`src/rtl/mem_access_unit_pkg.sv`:
```
// ============================================================================
// Module   : mem_access_unit_pkg
// Purpose  : Shared widths, RV32I load/store funct3 encodings, the state
//            encoding of the memory stage and the access legality helper.
// Revision : 1.0 - initial release
// ============================================================================
`default_nettype none

package mem_access_unit_pkg;

    localparam int DATA_SIZE     = 32;
    localparam int REG_ADDR_SIZE = 5;

    // funct3 encodings for loads; stores reuse the first three.
    localparam logic [2:0] c_F3_B  = 3'b000;
    localparam logic [2:0] c_F3_H  = 3'b001;
    localparam logic [2:0] c_F3_W  = 3'b010;
    localparam logic [2:0] c_F3_BU = 3'b100;
    localparam logic [2:0] c_F3_HU = 3'b101;

    typedef enum logic [0:0] {
        ST_IDLE = 1'b0,
        ST_WAIT = 1'b1
    } state_t;

    // A memory access is legal when exactly one of load/store is requested,
    // funct3 names a size valid for that direction, and the address is
    // naturally aligned for that size.
    function automatic logic access_legal(input logic       is_load,
                                          input logic       is_store,
                                          input logic [2:0] funct3,
                                          input logic [1:0] offset);
        logic ok;
        case (funct3)
            c_F3_B:  ok = 1'b1;
            c_F3_H:  ok = ~offset[0];
            c_F3_W:  ok = (offset == 2'b00);
            c_F3_BU: ok = is_load;
            c_F3_HU: ok = is_load & ~offset[0];
            default: ok = 1'b0;
        endcase
        return ok & ~(is_load & is_store);
    endfunction

endpackage

`default_nettype wire

```
`src/rtl/mem_access_unit_load_align.sv`:
```
// ============================================================================
// Module   : mem_access_unit_load_align
// Purpose  : Selects the addressed byte/halfword lane of a RAM read word and
//            sign- or zero-extends it according to the load funct3.
// Ports    : i_rdata  - RAM read word
//            i_offset - byte offset within the word (addr[1:0])
//            i_funct3 - load size/sign encoding
//            o_data   - extended write-back value
// Revision : 1.0 - initial release
// ============================================================================
`default_nettype none

module mem_access_unit_load_align
    import mem_access_unit_pkg::*;
(
    input  logic [DATA_SIZE-1:0] i_rdata,
    input  logic [1:0]           i_offset,
    input  logic [2:0]           i_funct3,
    output logic [DATA_SIZE-1:0] o_data
);

    logic [7:0]  w_byte;
    logic [15:0] w_half;

    always_comb begin
        case (i_offset)
            2'd0:    w_byte = i_rdata[7:0];
            2'd1:    w_byte = i_rdata[15:8];
            2'd2:    w_byte = i_rdata[23:16];
            default: w_byte = i_rdata[31:24];
        endcase
        // Halfwords are aligned by the time they get here, so only bit 1 matters.
        w_half = i_offset[1] ? i_rdata[31:16] : i_rdata[15:0];
    end

    always_comb begin
        case (i_funct3)
            c_F3_B:  o_data = {{24{w_byte[7]}}, w_byte};
            c_F3_H:  o_data = {{16{w_half[15]}}, w_half};
            c_F3_BU: o_data = {24'd0, w_byte};
            c_F3_HU: o_data = {16'd0, w_half};
            default: o_data = i_rdata;
        endcase
    end

endmodule

`default_nettype wire

```
`src/rtl/mem_access_unit.sv`:
```
// ============================================================================
// Module   : mem_access_unit
// Purpose  : RV32I memory stage. Issues data-RAM requests over a req/ready
//            handshake, stalls upstream while a request is outstanding,
//            formats load data and drives the MEM_WB payload. Non-memory
//            instructions pass through with one cycle of latency.
// Ports    : clk/reset            - clock, synchronous active-high reset
//            validIn..writeBackAddrIn - ALU->MEM pipeline register contents
//            stallOut             - hold upstream while waiting on the RAM
//            memReq..memBe        - RAM request (held stable in WAIT)
//            memReady/memRdata    - RAM completion and read word
//            writeEnableOut, writeBackAddrOut, dataOut - to MEM_WB
//            memFaultOut          - one-cycle pulse on misaligned/illegal access
// Revision : 1.0 - initial release
// ============================================================================
`default_nettype none

module mem_access_unit
    import mem_access_unit_pkg::*;
#(
    parameter int DATA_W     = DATA_SIZE,
    parameter int REG_ADDR_W = REG_ADDR_SIZE
) (
    input  logic                  clk,
    input  logic                  reset,
    input  logic                  validIn,
    input  logic [DATA_W-1:0]     addrIn,
    input  logic [DATA_W-1:0]     storeDataIn,
    input  logic                  memReadIn,
    input  logic                  memWriteIn,
    input  logic [2:0]            funct3In,
    input  logic                  writeEnableIn,
    input  logic [REG_ADDR_W-1:0] writeBackAddrIn,
    output logic                  stallOut,
    output logic                  memReq,
    output logic                  memWe,
    output logic [DATA_W-1:0]     memAddr,
    output logic [DATA_W-1:0]     memWdata,
    output logic [3:0]            memBe,
    input  logic                  memReady,
    input  logic [DATA_W-1:0]     memRdata,
    output logic                  writeEnableOut,
    output logic [REG_ADDR_W-1:0] writeBackAddrOut,
    output logic [DATA_W-1:0]     dataOut,
    output logic                  memFaultOut
);

    state_t                r_state;
    logic                  r_mem_req;
    logic                  r_mem_we;
    logic [DATA_W-1:0]     r_mem_addr;
    logic [DATA_W-1:0]     r_mem_wdata;
    logic [3:0]            r_mem_be;
    logic                  r_lat_load;
    logic                  r_lat_we;
    logic [REG_ADDR_W-1:0] r_lat_rd;
    logic [2:0]            r_lat_funct3;
    logic [1:0]            r_lat_offset;
    logic                  r_we_out;
    logic [REG_ADDR_W-1:0] r_wb_addr;
    logic [DATA_W-1:0]     r_data;
    logic                  r_fault;

    logic                  w_is_mem;
    logic                  w_legal;
    logic [3:0]            w_be;
    logic [DATA_W-1:0]     w_wdata;
    logic [DATA_W-1:0]     w_load_data;

    assign w_is_mem = memReadIn | memWriteIn;
    assign w_legal  = access_legal(memReadIn, memWriteIn, funct3In, addrIn[1:0]);

    // Store lanes: data is replicated across the word so the RAM only needs
    // the byte enables to pick the right lane. Loads read the whole word.
    always_comb begin
        w_be    = 4'b1111;
        w_wdata = storeDataIn;
        if (memWriteIn) begin
            case (funct3In[1:0])
                2'b00: begin
                    w_be    = 4'b0001 << addrIn[1:0];
                    w_wdata = {4{storeDataIn[7:0]}};
                end
                2'b01: begin
                    w_be    = addrIn[1] ? 4'b1100 : 4'b0011;
                    w_wdata = {2{storeDataIn[15:0]}};
                end
                default: ;
            endcase
        end
    end

    mem_access_unit_load_align u_load_align (
        .i_rdata  (memRdata),
        .i_offset (r_lat_offset),
        .i_funct3 (r_lat_funct3),
        .o_data   (w_load_data)
    );

    always_ff @(posedge clk) begin
        if (reset) begin
            r_state      <= ST_IDLE;
            r_mem_req    <= 1'b0;
            r_mem_we     <= 1'b0;
            r_mem_addr   <= '0;
            r_mem_wdata  <= '0;
            r_mem_be     <= 4'b0000;
            r_lat_load   <= 1'b0;
            r_lat_we     <= 1'b0;
            r_lat_rd     <= '0;
            r_lat_funct3 <= 3'b000;
            r_lat_offset <= 2'b00;
            r_we_out     <= 1'b0;
            r_wb_addr    <= '0;
            r_data       <= '0;
            r_fault      <= 1'b0;
        end else begin
            // Default MEM_WB payload is a bubble; branches below override it.
            r_fault   <= 1'b0;
            r_we_out  <= 1'b0;
            r_wb_addr <= '0;
            r_data    <= '0;
            case (r_state)
                ST_IDLE: begin
                    if (validIn) begin
                        if (!w_is_mem) begin
                            r_data    <= addrIn;
                            r_we_out  <= writeEnableIn;
                            r_wb_addr <= writeBackAddrIn;
                        end else if (!w_legal) begin
                            r_fault <= 1'b1;
                        end else begin
                            r_mem_req    <= 1'b1;
                            r_mem_we     <= memWriteIn;
                            r_mem_addr   <= {addrIn[DATA_W-1:2], 2'b00};
                            r_mem_wdata  <= w_wdata;
                            r_mem_be     <= w_be;
                            r_lat_load   <= memReadIn;
                            r_lat_we     <= writeEnableIn;
                            r_lat_rd     <= writeBackAddrIn;
                            r_lat_funct3 <= funct3In;
                            r_lat_offset <= addrIn[1:0];
                            r_state      <= ST_WAIT;
                        end
                    end
                end
                ST_WAIT: begin
                    if (memReady) begin
                        r_mem_req <= 1'b0;
                        r_state   <= ST_IDLE;
                        if (r_lat_load) begin
                            r_data    <= w_load_data;
                            r_we_out  <= r_lat_we;
                            r_wb_addr <= r_lat_rd;
                        end
                    end
                end
                default: r_state <= ST_IDLE;
            endcase
        end
    end

    assign stallOut         = (r_state == ST_WAIT);
    assign memReq           = r_mem_req;
    assign memWe            = r_mem_we;
    assign memAddr          = r_mem_addr;
    assign memWdata         = r_mem_wdata;
    assign memBe            = r_mem_be;
    assign writeEnableOut   = r_we_out;
    assign writeBackAddrOut = r_wb_addr;
    assign dataOut          = r_data;
    assign memFaultOut      = r_fault;

endmodule

`default_nettype wire
```
`config.mk`:
```
export PLATFORM = sky130hd
export DESIGN_NAME = mem_access_unit
export DESIGN_NICKNAME = d
export VERILOG_FILES = /design/src/rtl/mem_access_unit_pkg.sv /design/src/rtl/mem_access_unit_load_align.sv /design/src/rtl/mem_access_unit.sv
export SDC_FILE = /design/constraint.sdc
export NUM_CORES = 1
export LEC_CHECK = 0
export CAP_MARGIN = 20
export CORE_MARGIN = 2
export CORE_UTILIZATION = 47
export CTS_CLUSTER_DIAMETER = 60
export CTS_CLUSTER_SIZE = 28
export DETAILED_ROUTE_END_ITERATION = 8
export PLACE_DENSITY = 0.87
export REMOVE_ABC_BUFFERS = 1
export SLEW_MARGIN = 10
export SYNTH_ARGS = -nofsm -noshare
export SYNTH_HDL_FRONTEND = slang
export SYNTH_HIERARCHICAL = 1
export SYNTH_SLANG_ARGS = --single-unit
export TNS_END_PERCENT = 20
```
`constraint.sdc`:
```
create_clock -name clk -period 4.3 [get_ports clk]
set_clock_uncertainty 0.2 [all_clocks]
set_input_delay 0.645 -clock clk [delete_from_list [all_inputs] [get_ports clk]]
set_output_delay 0.645 -clock clk [all_outputs]
set_load 0.01 [all_outputs]
```
==> results.py, run 1 <==
metrics = {
    "sta": {
        "setup_viol": 0,
        "hold_viol_final": 0,
        "fin_crit_ns": 2.82,
        "worst_pin_slew_ns": 1.11,
        "rsz0062_at_grt": "no",
        "max_slew_margin_pct": 26.0,
        "fmax_mhz": 355,
        "fin_tns_setup_ns": 0,
        "drv_slew": 0,
        "fin_crit_sh_pct": 65.6,
    },
    "synth": {
        "synthAdderAreaFrac_pct": 0,
        "synth_compound_area_share_pct": 29.5,
        "yosysSeqAreaShare_pct": 43.3,
        "synth-xor-area-share_pct": 0.158,
        "syn-cell-area_mm2": 0.00555,
        "syn_avg_cell_area_um2": 8.34,
        "synthMuxAreaShare_pct": 4.71,
        "yosys.area_share.simple_pct": 15.6,
        "synth_top_family_by_area": "compound AO/OA/AOI/OAI gates",
        "synth_warnings": 6,
        "synthCells": 666,
        "ys_ff_latch": 120,
        "synth_cell_types": 35,
    },
    "critical_path": {
        "slowest_stage": "a21o_2",
        "cp.buffers_inverters": 2,
        "path_depth": 6,
        "required_ns": 4.41,
        "r2r_cells": 5,
        "cp-startpoint": "addrIn[0]",
        "path_max_fanout": 54,
        "crit_path_cell_trace": "clkdlybuf4s50_1 > nor4_2 > a21o_2 > buf_12 > a21oi_1 > a311oi_1",
        "r2r-start": "r_lat_offset[1]",
        "slowest_delay_ns": 0.54,
        "cp.arrival_ns": 2.93,
        "critical_path.top_delay_family": "compound AO/OA/AOI/OAI gates",
        "crit_path_end_kind": "register",
        "path_class": "in2reg",
        "cp-start-kind": "input pin",
    },
    "floorplanning": {
        "rows": 39,
        "design.die.area_mm2": 0.0127,
        "io_pins": 221,
        "initial_core_util_pct": 48.4,
        "coreArea_mm2": 0.0115,
        "die-height_um": 113,
        "die_w_um": 113,
    },
    "routing": {
        "drc": 0,
        "dr.pass1.iters": 6,
        "drt_iter0_drc": 605,
        "vias_per_cell": 6.05,
        "vias": 6060,
        "routed_wl_um": 19400,
        "wire_per_inst_um": 19.4,
        "ant_nets": 0,
    },
    "clock_tree": {
        "clk_pin_slew_worst_paths_ns": 0.05,
        "cts_buffer_depth": 2,
        "clkLatencyLatePin_ns": 0.40,
        "cts.repair.resized": 0,
        "htree_levels": 4,
        "clockRootBuffer": "clkbuf_16",
        "ctsHoldBuffers": 0,
        "cts_tree": "yes",
        "post_cts_buffers": 0,
        "cts_buffers": 17,
        "clkSinkCount": 120,
    },
    "cells_and_area": {
        "area_growth_syn_to_layout_pct": 48.7,
        "utilization_pct": 72.0,
        "mostFrequentLayoutCells": "clkdlybuf4s50_1, dfxtp_1, a21oi_1",
        "fin_cells": 1001,
        "nFillCells": 874,
        "final_common_cell": "clkdlybuf4s50_1",
        "fin_nets": 956,
        "final_layout_size_suffix_gt1_share_pct": 8.62,
        "diodes": 0,
    },
    "power": {
        "p_per_area_mw_per_mm2": 361,
        "p_total_w": 0.00298,
        "ir_drop_v": 0.000236,
        "total_leakage_power_nw": 2.85,
    },
    "hold_path": {
        "hold_depth": 2,
        "hold_class": "reg2reg",
        "hp-start": "memReq",
    },
    "global_route": {
        "grt_pass1_wl_um": 30200,
        "grt_usage_pct": 29.7,
        "antenna_found_initial": 0,
        "grt_pass1_vias": 5963,
        "grt_max_degree": 98,
        "overflow": 0,
    },
    "placement": {
        "dp_hpwl_um": 13300,
        "port_buffers": 218,
        "place_inst": 969,
        "globalplace.congestion": 0.844,
    },
    "job": {
        "timing.max_cap.violations": 0,
    },
    "run_status": {
        "status": "finished, final reports clean",
    },
}
worst paths after layout:
path	end	slack [ns]
worst min register to register	memReq	0.26
worst min-delay path	memReq	0.26
worst max-delay path	memBe[3]	1.48
worst max register to register	dataOut[25]	1.59
Yosys cell counts (all sizes together):
cell | number | area (um^2)
nor4 | 1 | 12.5
nand3 | 52 | 260
nor2 | 40 | 150
a311oi | 3 | 26.3
dfxtp | 120 | 2400
a211oi | 19 | 228
a21oi | 83 | 419
xor2 | 1 | 8.76
a22oi | 45 | 338
o21ai | 88 | 440
nor3b | 1 | 7.51
a31oi | 1 | 6.26
a21o | 2 | 15.0
mux2 | 1 | 11.3
and3 | 1 | 6.26
mux2i | 25 | 250
buf | 40 | 239
nand2b | 10 | 62.6
nand2 | 47 | 176
or3 | 2 | 12.5
o21bai | 2 | 15.0
nor2b | 24 | 150
conb | 1 | 3.75
o2111ai | 8 | 70.1
nor3 | 4 | 20.0
and2 | 1 | 6.26
inv | 3 | 11.3
a221o | 8 | 80.1
clkbuf | 33 | 124
worst register-to-register path, cell delays in order, from the launching register on:
cell	delay, ns
dfxtp_1	0.81
o21ai_0	0.26
a31oi_2	0.74
o21ai_0	0.28
a22oi_1	0.21
nor2_1	0.06
flip-flops by register name (all words and copies together) (netlist names), 2 cells and up:
signal and count:
memBe 4, dataOut 32, r_lat_funct3 3, r_lat_offset 2, writeBackAddrOut 5, memAddr 30, r_lat_rd 5, memWdata 32
report_power, final:
| group | total, W | internal [W] | switching (W) |
|---|---|---|---|
| registers | 0.00117 | 0.00115 | 0.0000233 |
| logic | 0.000487 | 0.000227 | 0.000260 |
| clock network | 0.00132 | 0.000820 | 0.000503 |
| total | 0.00298 | 0.00220 | 0.000787 |
metal layers:
metal | vias up | track usage (%) | wire length, um
met1 | 2882 | 33.6 | 7330
met2 | 368 | 50.9 | 9600
met4 | 0 | 12.1 | 567
met5 | - | 0 | 0
met3 | 50 | 10.8 | 1930
li1 | 2760 | - | -
cell type report:
class	instances	area [um^2]	area share (%)
clock buffers	20	457	5.53
clock inverters	12	103	1.24
inverters	3	11.3	0.136
multi-input cells	471	2810	34.0
flip-flops and latches	120	2400	29.1
well taps	143	179	2.17
repair buffers	232	2300	27.8
through the flow:
stage,hold WS (ns),setup WS (ns),cell area [um^2]
floorplan,0.248,0.915,5190
global placement,0.250,1.22,7700
detailed placement,0.259,1.10,7700
CTS,0.265,1.53,8260
global route,0.292,1.32,8260
finish,0.262,1.48,8260
cell families after synthesis:
group,count (synthesis)
AND/OR/NAND/NOR,183
XOR/XNOR,1
other,1
multiplexers,26
AO/OA/AOI/OAI,259
flip-flops,120
buffers and inverters,76
No activity file was read; power rests on OpenSTA's default activity.
==> run 2: changes to the inputs <==
--- a/config.mk
+++ b/config.mk
@@ -7,11 +7,11 @@
 export LEC_CHECK = 0
 export CAP_MARGIN = 20
 export CORE_MARGIN = 2
-export CORE_UTILIZATION = 47
+export CORE_UTILIZATION = 40
 export CTS_CLUSTER_DIAMETER = 60
 export CTS_CLUSTER_SIZE = 28
 export DETAILED_ROUTE_END_ITERATION = 8
-export PLACE_DENSITY = 0.87
+export PLACE_DENSITY = 0.79
 export REMOVE_ABC_BUFFERS = 1
 export SLEW_MARGIN = 10
 export SYNTH_ARGS = -nofsm -noshare
==> constraint.sdc (replaced) <==
create_clock -name clk -period 2.45 [get_ports clk]
set_clock_uncertainty 0.2 [all_clocks]
set_input_delay 0.3675 -clock clk [delete_from_list [all_inputs] [get_ports clk]]
set_output_delay 0.3675 -clock clk [all_outputs]
set_load 0.01 [all_outputs]
==> run 2 against run 1 <==
Net effect: worst setup slack worse by 1.3 ns; via count fell by 3.9%; total power grew 86%; final area up 4.2%; die area up 17%; routed wire length is 4.9% lower; register-to-register slack lost 1.4 ns; highest routed layer unchanged; sequential share of layout area decreased by 1.2 points; utilization decreased by 9.3 points; first-iteration DRC count shrank 14%.
==> results.py, run 2 (synthesis results as in run 1) <==
metrics = {
    "clock_tree": {
        "ctsHoldBuffers": 0,
        "cts.repair.resized": 0,
        "cts_buffers": 17,
        "htree_levels": 4,
        "clkLatencyLatePin_ns": 0.42,
        "post_cts_buffers": 0,
        "clk_pin_slew_worst_paths_ns": 0.05,
        "clockRootBuffer": "clkbuf_16",
        "cts_buffer_depth": 2,
        "clkSinkCount": 120,
        "cts_tree": "yes",
    },
    "sta": {
        "worst_pin_slew_ns": 0.929,
        "fin_crit_ns": 2.26,
        "fin_crit_sh_pct": 92.4,
        "setup_viol": 0,
        "fmax_mhz": 442,
        "hold_viol_final": 0,
        "max_slew_margin_pct": 37.6,
        "fin_tns_setup_ns": 0,
        "drv_slew": 0,
        "rsz0062_at_grt": "no",
    },
    "floorplanning": {
        "initial_core_util_pct": 40.5,
        "rows": 43,
        "coreArea_mm2": 0.0137,
        "die_w_um": 122,
        "die-height_um": 122,
        "design.die.area_mm2": 0.0148,
        "io_pins": 221,
    },
    "routing": {
        "vias_per_cell": 5.51,
        "drt_iter0_drc": 522,
        "dr.pass1.iters": 5,
        "routed_wl_um": 18500,
        "drc": 0,
        "vias": 5822,
        "wire_per_inst_um": 17.5,
        "ant_nets": 0,
    },
    "critical_path": {
        "path_max_fanout": 7,
        "crit_path_end_kind": "register",
        "slowest_stage": "nor3_1",
        "slowest_delay_ns": 0.73,
        "critical_path.top_delay_family": "simple AND/OR/NAND/NOR gates",
        "cp-start-kind": "register",
        "cp.arrival_ns": 2.42,
        "required_ns": 2.61,
        "crit_path_cell_trace": "a211oi_1 > or3_1 > nor3_1 > a221o_1 > a22oi_1 > nor2_1",
        "cp.buffers_inverters": 0,
        "path_class": "reg2reg",
    },
    "hold_path": {
        "hold_class": "in2reg",
    },
    "run_status": {
        "status": "finished, final reports clean",
    },
    "cells_and_area": {
        "final_common_cell": "clkdlybuf4s50_1",
        "area_growth_syn_to_layout_pct": 55.0,
        "mostFrequentLayoutCells": "clkdlybuf4s50_1, dfxtp_1, a21oi_1",
        "final_layout_size_suffix_gt1_share_pct": 10.4,
        "fin_nets": 975,
        "fin_area_mm2": 0.00861,
        "fin_cells": 1057,
        "diodes": 0,
    },
    "placement": {
        "port_buffers": 218,
        "place_inst": 1025,
        "placed_area_mm2": 0.00798,
        "globalplace.congestion": 0.849,
        "dp_hpwl_um": 12700,
    },
    "power": {
        "total_leakage_power_nw": 3.00,
        "netSwitchingFraction_pct": 25.1,
        "ir_drop_v": 0.000393,
        "clkPwrFrac_pct": 46.9,
        "comb_power_share_pct": 16.2,
        "pwr-share-seq_pct": 36.9,
        "p_switching_w": 0.00139,
        "p_total_w": 0.00555,
        "p_per_area_mw_per_mm2": 645,
        "intPower_w": 0.00416,
    },
    "global_route": {
        "grt_pass1_vias": 5509,
        "antenna_found_initial": 0,
        "grt_max_degree": 51,
        "grt_pass1_wl_um": 28900,
        "overflow": 0,
        "grt_usage_pct": 25.0,
    },
    "job": {
        "timing.max_cap.violations": 0,
    },
}
## run 2: changes by cell type in the layout (fill, tap and decap cells not counted), sizes merged
cell | before | now
clkbuf | 20 | 22
buf | 15 | 34
clkinv | 7 | 3
bufinv | 1 | 3
## run 2: final cells by class
cell class | instances | area (um^2)
Inverter | 3 | 11.3
Clock buffer | 22 | 484
Multi-Input combinational cell | 471 | 2800
Timing Repair Buffer | 251 | 2540
Fill cell | 1172 | 5110
Sequential cell | 120 | 2400
Clock inverter | 10 | 143
Tap cell | 180 | 225
## run 2: final timing paths
kind	from	to	slack (ns)	depth (start not counted)
setup / recovery	r_lat_offset[0]	dataOut[9]	0.19	6
hold / removal	reset	dataOut[14]	0.18	2
setup reg to reg	r_lat_offset[0]	dataOut[9]	0.19	6
hold reg to reg	memReq	memReq	0.26	2
## run 2: metal layers
layer	vias to the layer above	wire (um)	global-route usage, %	part of all wire, %
met5	-	0	0	0
met4	0	408	9.84	2.2
met3	34	2160	10.4	12
met2	295	8480	39.5	46
met1	2694	7430	30.1	40
li1	2799	-	-	-
## run 2: power groups by stage
stage / Clock (W) / Combinational (W) / Sequential (W)
CTS: 0.00265 / 0.000897 / 0.00205
floorplan: 0 / 0.000309 / 0.00212
finish: 0.00261 / 0.000899 / 0.00205
global route: 0.00274 / 0.000965 / 0.00205
global placement: 0 / 0.000885 / 0.00209
detailed placement: 0 / 0.000891 / 0.00209
## run 2: worst register-to-register path, delay by kind of cell (launching register included)
family          cells  cell delay, ns
compound gates      3            0.42
flops               1            0.43
simple gates        3            1.17
## run 2: metrics by stage
step / hold WS, ns / utilization [%] / setup slack [ns]
after global placement: 0.249 / 58.2 / -0.0809
after detailed placement: 0.255 / 58.2 / -0.107
after CTS: 0.153 / 62.7 / 0.301
after floorplan: 0.232 / - / -0.657
after global routing: 0.176 / 62.7 / 0.146
final: 0.176 / 62.7 / 0.185
==> run 3: changes to the inputs <==
--- a/config.mk
+++ b/config.mk
@@ -12,6 +12,7 @@
 export CTS_CLUSTER_SIZE = 28
 export DETAILED_ROUTE_END_ITERATION = 8
 export PLACE_DENSITY = 0.79
+export RECOVER_POWER = 50
 export REMOVE_ABC_BUFFERS = 1
 export SLEW_MARGIN = 10
 export SYNTH_ARGS = -nofsm -noshare
==> run 3 against run 2 <==
Net effect: sequential share of layout area increased by 0.081 points; largest cell class unchanged; critical path type unchanged; global-route usage unchanged; largest power group unchanged; first-iteration DRC count is 10% lower.
==> results.py, run 3 (synthesis results as in run 1) <==
metrics = {
    "floorplanning": {
        "die_w_um": 122,
        "coreArea_mm2": 0.0137,
        "design.die.area_mm2": 0.0148,
        "io_pins": 221,
        "rows": 43,
        "initial_core_util_pct": 40.5,
        "die-height_um": 122,
    },
    "routing": {
        "dr.pass1.iters": 5,
        "wire_per_inst_um": 17.5,
        "drt_iter0_drc": 469,
        "vias": 5806,
        "drc": 0,
        "vias_per_cell": 5.49,
        "ant_nets": 0,
        "routed_wl_um": 18500,
    },
    "critical_path": {
        "cp.arrival_ns": 2.44,
        "cp-start-kind": "register",
        "r2r-start": "r_lat_offset[0]",
        "r2r_end": "dataOut[9]",
        "path_class": "reg2reg",
        "r2r_setup_slack_ns": 0.17,
        "crit_path_end_kind": "register",
        "path_max_fanout": 7,
        "required_ns": 2.61,
        "r2r_cells": 6,
    },
    "cells_and_area": {
        "final_common_cell": "dfxtp_1",
        "utilization_pct": 62.6,
        "multi_input_comb_area_mm2": 0.00280,
        "mostFrequentLayoutCells": "dfxtp_1, clkdlybuf4s50_1, dlygate4sd3_1",
        "nFillCells": 1177,
        "area_growth_syn_to_layout_pct": 54.6,
        "final_layout_size_suffix_gt1_share_pct": 10.1,
        "diodes": 0,
        "fin_nets": 975,
        "ff_latch_area_mm2": 0.00240,
    },
    "global_route": {
        "grt_usage_pct": 25.0,
        "overflow": 0,
        "antenna_found_initial": 0,
        "grt_pass1_vias": 5509,
        "grt_max_degree": 51,
        "grt_pass1_wl_um": 28900,
    },
    "placement": {
        "globalplace.congestion": 0.849,
        "dp_hpwl_um": 12700,
        "place_ws_ns": -0.107,
        "port_buffers": 218,
    },
    "power": {
        "p_total_w": 0.00553,
        "p_per_area_mw_per_mm2": 644,
        "total_leakage_power_nw": 3.34,
        "ir_drop_v": 0.000389,
    },
    "sta": {
        "fmax_mhz": 439,
        "max_slew_margin_pct": 38.9,
        "rsz0062_at_grt": "no",
        "drv_slew": 0,
        "fin_tns_setup_ns": 0,
        "worst_pin_slew_ns": 0.910,
        "hold_viol_final": 0,
        "hold_slack_ns": 0.179,
        "fin_crit_sh_pct": 92.9,
        "setup_viol": 0,
        "fin_ws_ns": 0.173,
        "fin_crit_ns": 2.28,
    },
    "run_status": {
        "status": "finished, final reports clean",
    },
    "clock_tree": {
        "cts_tree": "yes",
        "post_cts_buffers": 0,
        "clockRootBuffer": "clkbuf_16",
        "clkSinkCount": 120,
        "cts_buffers": 17,
        "ctsHoldBuffers": 0,
        "clkLatencyLatePin_ns": 0.42,
        "cts_buffer_depth": 2,
        "cts.repair.resized": 0,
        "htree_levels": 4,
        "clk_pin_slew_worst_paths_ns": 0.05,
    },
    "hold_path": {
        "hold_class": "in2reg",
        "hp-start": "reset",
        "hold_depth": 2,
        "min_to": "dataOut[24]",
    },
    "job": {
        "timing.max_cap.violations": 0,
    },
}
run 3: power by group:
| part | switching, W | internal (W) |
|---|---|---|
| clock network | 0.000901 | 0.00171 |
| registers | 0.0000271 | 0.00202 |
| logic | 0.000461 | 0.000415 |
run 3: cell type report:
type                            count  share of cell area, %
Clock inverter                     10                   1.66
Clock buffer                       22                   5.64
Sequential cell                   120                   28.0
Tap cell                          180                   2.62
Multi-Input combinational cell    471                   32.6
Inverter                            3                  0.131
Timing Repair Buffer              251                   29.4
run 3: how the worst max path moves through the flow:
stage	cells past startpoint	slack, ns	startpoint	to
final	6	0.17	r_lat_offset[0]	dataOut[9]
after global routing	6	0.09	memWriteIn	dataOut[2]
after CTS	6	0.30	r_lat_offset[0]	dataOut[12]
after detailed placement	7	-0.11	memRdata[7]	dataOut[12]
after global placement	7	-0.08	memRdata[7]	dataOut[15]
after floorplan	4	-0.66	memReadIn	memBe[1]
run 3: critical path: stages, from the launching register on:
cell and delay, ns:
dfxtp_1 0.42, a211oi_1 0.11, or3_1 0.35, nor3_1 0.71
a221o_1 0.22, a22oi_1 0.08, nor2_1 0.12
run 3: metal layers:
metal	wire length (um)	global-route usage [%]
met1	7490	30.1
met2	8450	39.5
met3	2100	10.4
met4	436	9.84
met5	0	0
run 3: per-stage QoR:
stage          instance area, um^2  std cells
2_1_floorplan                 5190        594
3_3_place_gp                  7980       1025
3_5_place_dp                  7980       1025
4_1_cts                       8610       1057
5_1_grt                       8580       1057
6_report                      8580       1057
